## config.mk

```make
export PLATFORM = sky130hd
export DESIGN_NAME = spi_cfg_writer
export DESIGN_NICKNAME = d
export VERILOG_FILES = /design/src/rtl/spi_cfg_pkg.sv /design/src/rtl/spi_cfg_writer_clk_div.sv /design/src/rtl/spi_cfg_writer.sv
export SDC_FILE = /design/constraint.sdc
export NUM_CORES = 1
export LEC_CHECK = 0
export ABC_AREA = 1
export ABC_CLOCK_PERIOD_IN_PS = 1830
export BUFFER_PORTS_ARGS = -buffer_cell sky130_fd_sc_hd__buf_4
export CORE_ASPECT_RATIO = 1.25
export CORE_MARGIN = 2
export CORE_UTILIZATION = 35
export DETAILED_ROUTE_END_ITERATION = 16
export SLEW_MARGIN = 20
export SYNTH_ARGS = -nofsm -noshare
export SYNTH_HDL_FRONTEND = slang
export SYNTH_SLANG_ARGS = --single-unit
```

## constraint.sdc

```tcl
create_clock -name clk -period 1.83 [get_ports clk]
set_input_delay 0.0915 -clock clk [delete_from_list [all_inputs] [get_ports clk]]
set_output_delay 0.0915 -clock clk [all_outputs]
set_load 0.01 [all_outputs]
```

## src/rtl/spi_cfg_pkg.sv

```systemverilog
`default_nettype none
// +----------------------------------------------------------------------+
// | spi_cfg_pkg: register map, frame width and FSM states for the writer  |
// | Rev 1.0                                                              |
// +----------------------------------------------------------------------+
package spi_cfg_pkg;

  localparam logic [6:0] ADDR_EN_OUT_LO = 7'h00;
  localparam logic [6:0] ADDR_EN_OUT_HI = 7'h01;
  localparam logic [6:0] ADDR_EN_PWM_LO = 7'h02;
  localparam logic [6:0] ADDR_EN_PWM_HI = 7'h03;
  localparam logic [6:0] ADDR_PWM_DUTY  = 7'h04;
  localparam logic [6:0] ADDR_MAX       = 7'h04;

  localparam int FRAME_W = 16;

  typedef enum logic [2:0] {
    ST_IDLE  = 3'd0,
    ST_SETUP = 3'd1,
    ST_SHIFT = 3'd2,
    ST_HOLD  = 3'd3,
    ST_GAP   = 3'd4
  } state_e;

endpackage
`default_nettype wire

```

## src/rtl/spi_cfg_writer_clk_div.sv

```systemverilog
`default_nettype none
// +----------------------------------------------------------------------+
// | spi_clk_div: half-period tick counter, restarted on every state entry |
// | Rev 1.0                                                              |
// +----------------------------------------------------------------------+
module spi_clk_div
  import spi_cfg_pkg::*;
#(
  parameter int CLK_DIV = 4
) (
  input  logic clk,
  input  logic rst,
  input  logic clr,
  output logic tick
);

  localparam int CNT_W = $clog2(CLK_DIV);

  logic [CNT_W-1:0] cnt_q, cnt_d;

  always_comb begin
    tick  = (cnt_q == CNT_W'(CLK_DIV - 1));
    cnt_d = (clr || tick) ? '0 : cnt_q + CNT_W'(1);
  end

  always_ff @(posedge clk) begin
    if (rst) cnt_q <= '0;
    else     cnt_q <= cnt_d;
  end

endmodule
`default_nettype wire

```

## src/rtl/spi_cfg_writer.sv

```systemverilog
`default_nettype none
// +----------------------------------------------------------------------+
// | spi_cfg_writer: round-robin SPI mode-0 register writer (16-bit frame) |
// | Option: SPI_CFG_ADDR_CHECK_EN drops writes above ADDR_MAX with err.  |
// | Rev 1.0                                                              |
// +----------------------------------------------------------------------+
module spi_cfg_writer
  import spi_cfg_pkg::*;
#(
  parameter int CLK_DIV    = 4,
  parameter int GAP_CYCLES = 4
) (
  input  logic       clk,
  input  logic       rst,
  input  logic [1:0] req_valid,
  input  logic [6:0] req_addr0,
  input  logic [6:0] req_addr1,
  input  logic [7:0] req_data0,
  input  logic [7:0] req_data1,
  output logic [1:0] req_ready,
  output logic       sclk,
  output logic       copi,
  output logic       ncs,
  output logic       busy,
  output logic       done,
  output logic       done_id,
  output logic       err
);

  localparam int         GAP_W    = $clog2(GAP_CYCLES);
  localparam logic [4:0] LAST_BIT = 5'd15;

  state_e               state_q, state_d;
  logic                 ptr_q, ptr_d;
  logic                 id_q, id_d;
  logic [FRAME_W-1:0]   frame_q, frame_d;
  logic [4:0]           bit_cnt_q, bit_cnt_d;
  logic [GAP_W-1:0]     gap_cnt_q, gap_cnt_d;
  logic                 sclk_q, sclk_d;
  logic                 copi_q, copi_d;
  logic                 ncs_q, ncs_d;
  logic                 busy_q, busy_d;
  logic                 done_q, done_d;
  logic                 done_id_q, done_id_d;
  logic                 err_q, err_d;

  logic                 tick;
  logic                 state_change;
  logic                 handshake;
  logic                 addr_bad;
  logic                 gnt_id;
  logic [1:0]           gnt_oh;
  logic [6:0]           gnt_addr;
  logic [7:0]           gnt_data;

  spi_clk_div #(.CLK_DIV(CLK_DIV)) u_clk_div (
    .clk  (clk),
    .rst  (rst),
    .clr  (state_change),
    .tick (tick)
  );

  // ptr_q names the requester preferred when both are valid.
  always_comb begin
    gnt_id = (&req_valid) ? ptr_q : req_valid[1];
    gnt_oh = 2'b00;
    if (|req_valid) gnt_oh = gnt_id ? 2'b10 : 2'b01;
    gnt_addr = gnt_id ? req_addr1 : req_addr0;
    gnt_data = gnt_id ? req_data1 : req_data0;
  end

  assign handshake    = (state_q == ST_IDLE) && (|req_valid);
  assign state_change = (state_d != state_q);

`ifdef SPI_CFG_ADDR_CHECK_EN
  assign addr_bad = (gnt_addr > ADDR_MAX);
`else
  assign addr_bad = 1'b0;
`endif

  always_ff @(posedge clk) begin
    if (rst) begin
      state_q   <= ST_IDLE;
      ptr_q     <= 1'b0;
      id_q      <= 1'b0;
      frame_q   <= '0;
      bit_cnt_q <= '0;
      gap_cnt_q <= '0;
      sclk_q    <= 1'b0;
      copi_q    <= 1'b0;
      ncs_q     <= 1'b1;
      busy_q    <= 1'b0;
      done_q    <= 1'b0;
      done_id_q <= 1'b0;
      err_q     <= 1'b0;
    end else begin
      state_q   <= state_d;
      ptr_q     <= ptr_d;
      id_q      <= id_d;
      frame_q   <= frame_d;
      bit_cnt_q <= bit_cnt_d;
      gap_cnt_q <= gap_cnt_d;
      sclk_q    <= sclk_d;
      copi_q    <= copi_d;
      ncs_q     <= ncs_d;
      busy_q    <= busy_d;
      done_q    <= done_d;
      done_id_q <= done_id_d;
      err_q     <= err_d;
    end
  end

  always_comb begin
    state_d   = state_q;
    ptr_d     = ptr_q;
    id_d      = id_q;
    frame_d   = frame_q;
    bit_cnt_d = bit_cnt_q;
    gap_cnt_d = gap_cnt_q;
    case (state_q)
      ST_IDLE: begin
        if (handshake) begin
          ptr_d     = ~gnt_id;
          id_d      = gnt_id;
          frame_d   = {1'b1, gnt_addr, gnt_data};
          bit_cnt_d = '0;
          if (!addr_bad) state_d = ST_SETUP;
        end
      end
      ST_SETUP: if (tick) state_d = ST_SHIFT;
      ST_SHIFT: begin
        // Falling edges only; the 16th fall leaves the last bit on copi.
        if (tick && sclk_q) begin
          if (bit_cnt_q == LAST_BIT) begin
            state_d = ST_HOLD;
          end else begin
            bit_cnt_d = bit_cnt_q + 5'd1;
            frame_d   = {frame_q[FRAME_W-2:0], 1'b0};
          end
        end
      end
      ST_HOLD: begin
        if (tick) begin
          state_d   = ST_GAP;
          gap_cnt_d = '0;
        end
      end
      ST_GAP: begin
        if (gap_cnt_q == GAP_W'(GAP_CYCLES - 1)) state_d = ST_IDLE;
        else                                     gap_cnt_d = gap_cnt_q + GAP_W'(1);
      end
      default: state_d = ST_IDLE;
    endcase
  end

  always_comb begin
    req_ready = 2'b00;
    sclk_d    = sclk_q;
    copi_d    = copi_q;
    ncs_d     = ncs_q;
    busy_d    = (state_d != ST_IDLE);
    done_d    = 1'b0;
    done_id_d = done_id_q;
    err_d     = 1'b0;
    case (state_q)
      ST_IDLE: begin
        req_ready = gnt_oh;
        if (handshake) begin
          if (addr_bad) begin
            err_d = 1'b1;
          end else begin
            ncs_d  = 1'b0;
            sclk_d = 1'b0;
            copi_d = 1'b1;
          end
        end
      end
      ST_SETUP: if (tick) sclk_d = 1'b1;
      ST_SHIFT: begin
        if (tick) begin
          sclk_d = ~sclk_q;
          if (sclk_q && (bit_cnt_q != LAST_BIT)) copi_d = frame_q[FRAME_W-2];
        end
      end
      ST_HOLD: begin
        if (tick) begin
          ncs_d     = 1'b1;
          done_d    = 1'b1;
          done_id_d = id_q;
        end
      end
      default: ;
    endcase
  end

  assign sclk    = sclk_q;
  assign copi    = copi_q;
  assign ncs     = ncs_q;
  assign busy    = busy_q;
  assign done    = done_q;
  assign done_id = done_id_q;
  assign err     = err_q;

endmodule
`default_nettype wire

```

======== After elaboration in Yosys (flattened, before gate mapping) ========
Cells that the tools add are included.
word-level totals
  register bits after elaboration ......... 35
  logic and storage cells ................. 91
cells by class
  reduce and logical (&&, ||, !) cells .... 21
  bitwise logic cells ..................... 3
  $add $sub $neg .......................... 3
  equality and inequality tests ........... 17
  multiplexer cells ....................... 34
operators by type and width
  operator                                                                  number
  15-bit two-way mux                                                        3
  15-bit case mux with 2 select lines                                       1
  3-bit two-way mux                                                         6
  2-bit inequality test (second input constant)                             8
  5-bit two-way mux                                                         3
  3-bit case mux with 5 select lines                                        1
  4-bit AND reduction                                                       3
  2-bit two-way mux                                                         5
  5-bit case mux with 2 select lines                                        1
  1-bit two-way mux                                                         8
  8-bit two-way mux                                                         1
  7-bit two-way mux                                                         1
  3-bit by 2-bit equality test with 1-bit output (second input constant)    2
  2-bit AND reduction                                                       3
  3-bit AND reduction                                                       2
  2-bit nonzero test                                                        3
  3-bit nonzero test                                                        2
  2-bit OR reduction                                                        3
  5-bit by 1-bit adder with 5-bit output (second input constant)            1
  5-bit by 4-bit equality test with 1-bit output (second input constant)    1
  5-bit by 4-bit inequality test with 1-bit output (second input constant)  1
  2-bit by 1-bit adder with 2-bit output (second input constant)            2
  2-bit equality test (second input constant)                               2
  1-bit case mux with 2 select lines                                        2
  other kinds (9)                                                           13

======== Depth between registers and ports, before layout ========
  depth after elaboration ................. 7
  depth in mapped cells ................... 11

======== Modules after synthesis ========
Synthesis repeated with hierarchy kept, for this count alone.
second synthesis, totals
  cells, all modules ...................... 343
  area total of the unflattened synthesis .. 2133.3 µm²
modules (own cells, without submodules)
  module          area an instance (µm²)  times used  cells an instance
  spi_cfg_writer  2058.2                  1           334
  spi_clk_div     75.1                    1           9

======== Worst setup path before layout ========
Ideal clock, no wire load.
  path type ............................... flip-flop to flip-flop
  start ................................... register bit_cnt_q[0]
  end ..................................... register frame_q[14]
  arrival time ............................ 1.524 ns
  clock period less this slack ............ 1.641 ns
  path slack .............................. 0.189 ns
  path buffers ............................ 1
  required time ........................... 1.713 ns
  stages on the path, launching flop included .. 12
  cell sequence ........................... dfxtp_1 ha_1 nand2_1 nor2_1 ha_1 inv_1 nand3_1 o21ai_4 buf_6 nand2_1 nor2_1 nor2_1
on the way
  cells in the longest elaborated chain, start to end .. 3
ends and longest elaborated chain
  item                                            line                   text
  from (decl)                                     spi_cfg_writer.sv:37   logic [4:0] bit_cnt_q, bit_cnt_d;
  from (signal assigned)                          spi_cfg_writer.sv:101  bit_cnt_q <= bit_cnt_d;
  5-bit by 4-bit equality test with 1-bit output  spi_cfg_writer.sv:134  if (bit_cnt_q == LAST_BIT) begin
  2-bit inequality test (no line)                 --
  4-bit AND reduction (no line)                   --
  to (signal assigned)                            spi_cfg_writer.sv:100  frame_q <= frame_d;
  to (decl)                                       spi_cfg_writer.sv:36   logic [FRAME_W-1:0] frame_q, frame_d;
No other way between the ends.
A chain may end at the register's enable or synchronous reset.

======== Worst setup path in the final report ========
  start ................................... register bit_cnt_q[0]
  end ..................................... register frame_q[10]
The elaborated chain is that of the path after synthesis.

==> key figures <==
CTS
  – H-tree levels: 2
  – Root buffer cell: clkbuf_8
  – CTS clk-pin slew, worst paths: 0.07 ns
  – Clock Path Buffers: 2
  – CTS resizes: 0
  – CTS tree: done
  – Cts bufs inserted: 5
  – Setup bufs post-CTS: 0
  – Clk_lat worst skew: 0.28 ns
  – CTS Hold Bufs: 0
  – Clock Sinks: 35

Status
  – Status: complete, no violations

Drt
  – Iter 0 DRT Violations: 47
  – Antenna viol nets, final: 0
  – Vias per cell: 4.62
  – Routed WL per cell: 11.1 um
  – Drt total wl: 4420 um
  – First-pass DRT Iterations: 4
  – Residual DRC: 0
  – Routed vias: 1,846

Worst setup path
  – R2R cell count: 11
  – Maximum fanout along the worst path: 8
  – Critical path, cell by cell: ha_2, nand2_2, nor2_1, ha_2, inv_2, nand3_4, o21ai_4, clkbuf_16, nand2_1, nor2_1, nor2_1
  – CP Buf/Inv Count: 2
  – Max stage delay on crit path: 0.33 ns
  – Required @ worst endpoint: 2.01 ns
  – Top delay family on crit path: simple AND/OR/NAND/NOR gates
  – Setup CP Type: flip-flop to flip-flop
  – Slowest CP cell: dfxtp_2
  – CP Capture Type: flip-flop
  – Crit. path cell count: 11
  – Critical Path AT: 1.91 ns
  – Most frequent CP cell: nor2_1
  – Worst setup SP type: flip-flop

Yosys
  – Cell variety after synth: 30
  – Ys Warns: 0
  – Sequential area share after synthesis: 0.369
  – Synth Area per Inst: 6.52 um^2
  – Mapped Area: 0.00190 mm^2
  – Post-Syn Nets: 329
  – Synth Instances: 291
  – Flops & latches, synth: 35

Timing
  – Clk_skew: 0.00728 ns
  – Min Tclk post-route: 1.73 ns
  – Final Hold Viols: 0
  – Period Utilization, post-route: 0.947
  – RSZ-0062 raised after global routing: no
  – Total Neg Setup Slack: 0 ns
  – Max-slew violations: 0
  – Fmax: 0.577 GHz
  – Setup Viol. Count Final: 0

Placed design
  – HPWL after DPL: 3030 um
  – IO Port Bufs: 41
  – Post-DP Area: 0.00225 mm^2
  – GP Congestion: 0.816
  – Placed cell count: 389

Die
  – Site row count: 30
  – Die X: 69.9 um
  – I/O Pins: 43
  – DIE AREA: 0.00603 mm^2
  – Die Y: 86.3 um
  – Initial Util: 0.356
  – Core Area: 0.00533 mm^2

Power
  – Power Density: 746 mW/mm^2
  – Pleak: 0.00111 uW
  – Psw: 515 uW
  – Clock power share: 0.293
  – Logic gate share of total power: 0.226
  – Switching share of power: 0.284
  – Sequential share of power: 0.480
  – Int Pwr: 1300 uW
  – Power, Total: 1810 uW
  – Maximum vdd drop: 0.000306 V

Layout
  – Final Instance Area: 0.00243 mm^2
  – Fin util: 0.456
  – N_diodes: 0
  – Final Non-Filler Cells: 400
  – Share of cells above drive strength 1: 0.226
  – Nets@finish: 373
  – Syn-to-layout area delta: 28.0%

Job
  – Max-cap violation count: 0

Worst hold path
  – Worst min path class: primary input to flip-flop
  – Hold path depth: 2

Global route
  – Largest net degree at the start of global routing: 35
  – Initial antenna violation count: 0
  – Total grt overflow: 0
  – First-pass GRT wire length: 7110 um
  – GR Util All Layers: 0.146
  – Number of global-route vias before repair: 1,670
[state kept, by name (all words and copies together), names as in the netlist]
signal / cells
copi: 1
busy: 1
sclk: 1
id_q: 1
ncs: 1
state_q: 3
u_clk_div.cnt_q: 2
bit_cnt_q: 5
done_id: 1
done: 1
ptr_q: 1
gap_cnt_q: 2
frame_q: 15
[cell usage in the layout, fill, tap and decap left out, drive strengths merged, types with 2 or more instances in the layout]
cell type / n
clkbuf: 10
nand2: 91
buf: 48
dfxtp: 35
ha: 4
a21oi: 27
o21ai: 23
inv: 20
nand4: 2
nor2: 58
nand3: 11
[path summary, 6_finish.rpt]
kind / start / slack, ns / endpoint
setup / recovery: bit_cnt_q[0]$_SDFFE_PP0P_ / 0.1 / frame_q[10]$_SDFFE_PP0P_
hold / removal: rst / 0.07 / bit_cnt_q[2]$_SDFFE_PP0P_
setup reg to reg: bit_cnt_q[0]$_SDFFE_PP0P_ / 0.1 / frame_q[10]$_SDFFE_PP0P_
hold reg to reg: u_clk_div.cnt_q[0]$_SDFF_PP0_ / 0.43 / u_clk_div.cnt_q[0]$_SDFF_PP0_
[logic make-up (layout without fill, tap and decap cells)]
group | Yosys count | after routing | synth area share
adders and majority gates | 4 | 4 | 0.0264
and+or+nand+nor | 166 | 166 | 0.363
DFF | 35 | 35 | 0.369
buffers and inverters | 34 | 79 | 0.0943
AOI/OAI and AO/OA | 51 | 51 | 0.145
other | 1 | 1 | 0.00198
[synthesized netlist by cell type]
master,instances,area (um^2)
nand2_1,89,334
nor2_1,55,206
dfxtp_1,35,701
a21oi_1,26,130
inv_1,18,67.6
o21ai_1,14,70.1
nand3_1,10,50.1
o21ai_0,7,35.0
buf_2,6,30.0
buf_6,4,45.0
ha_1,4,50.1
clkbuf_1,2,7.51
inv_2,2,7.51
nand4_1,2,12.5
nor2_2,2,12.5
a21oi_2,1,8.76
and2_1,1,6.26
buf_4,1,7.51
clkbuf_8,1,13.8
conb_1,1,3.75
nand2_2,1,6.26
nand2_4,1,11.3
nand3_4,1,17.5
nand3b_1,1,7.51
nor2_4,1,11.3
nor3b_1,1,7.51
o21ai_2,1,8.76
o21ai_4,1,16.3
o22ai_1,1,6.26
or2_2,1,6.26
[worst register-to-register path, delay by kind of cell (launching register included)]
family,cells,cell delay (ns)
fa+ha+maj,2,0.34
simple gates,6,0.36
buf+inv,2,0.29
compound gates,1,0.29
flops,1,0.33
[area by class of cell]
type	count	area [um^2]
Clock inverter	1	5.00
Multi-Input combinational cell	222	1040
Clock buffer	7	76.3
Sequential cell	35	702
Fill cell	573	2900
Inverter	20	75.1
Tap cell	64	80.1
Timing Repair Buffer	51	448
[power by group through the flow]
| stage | Combinational [uW] | Clock (uW) | Sequential [uW] |
|---|---|---|---|
| after floorplan | 244 | 0 | 880 |
| after global placement | 362 | 0 | 883 |
| after detailed placement | 367 | 0 | 884 |
| after CTS | 368 | 547 | 868 |
| after global routing | 465 | 594 | 878 |
| final | 410 | 532 | 870 |
[stage by stage]
stage / setup slack [ns] / hold WS, ns
after detailed placement: 0.0951 / 0.365
after global placement: 0.128 / 0.356
after global routing: 0.00745 / 0.0610
after CTS: 0.0778 / 0.0624
after floorplan: 0.189 / 0.341
final: 0.0979 / 0.0690
[metal layers]
metal | GRT usage | vias up | share of wire
met2 | 0.267 | 36 | 0.50
li1 | - | 1002 | -
met4 | 0.0472 | 0 | 0.013
met3 | 0.0337 | 7 | 0.038
met1 | 0.168 | 801 | 0.45
met5 | 0 | - | 0
(Power assumes the default switching activity.)
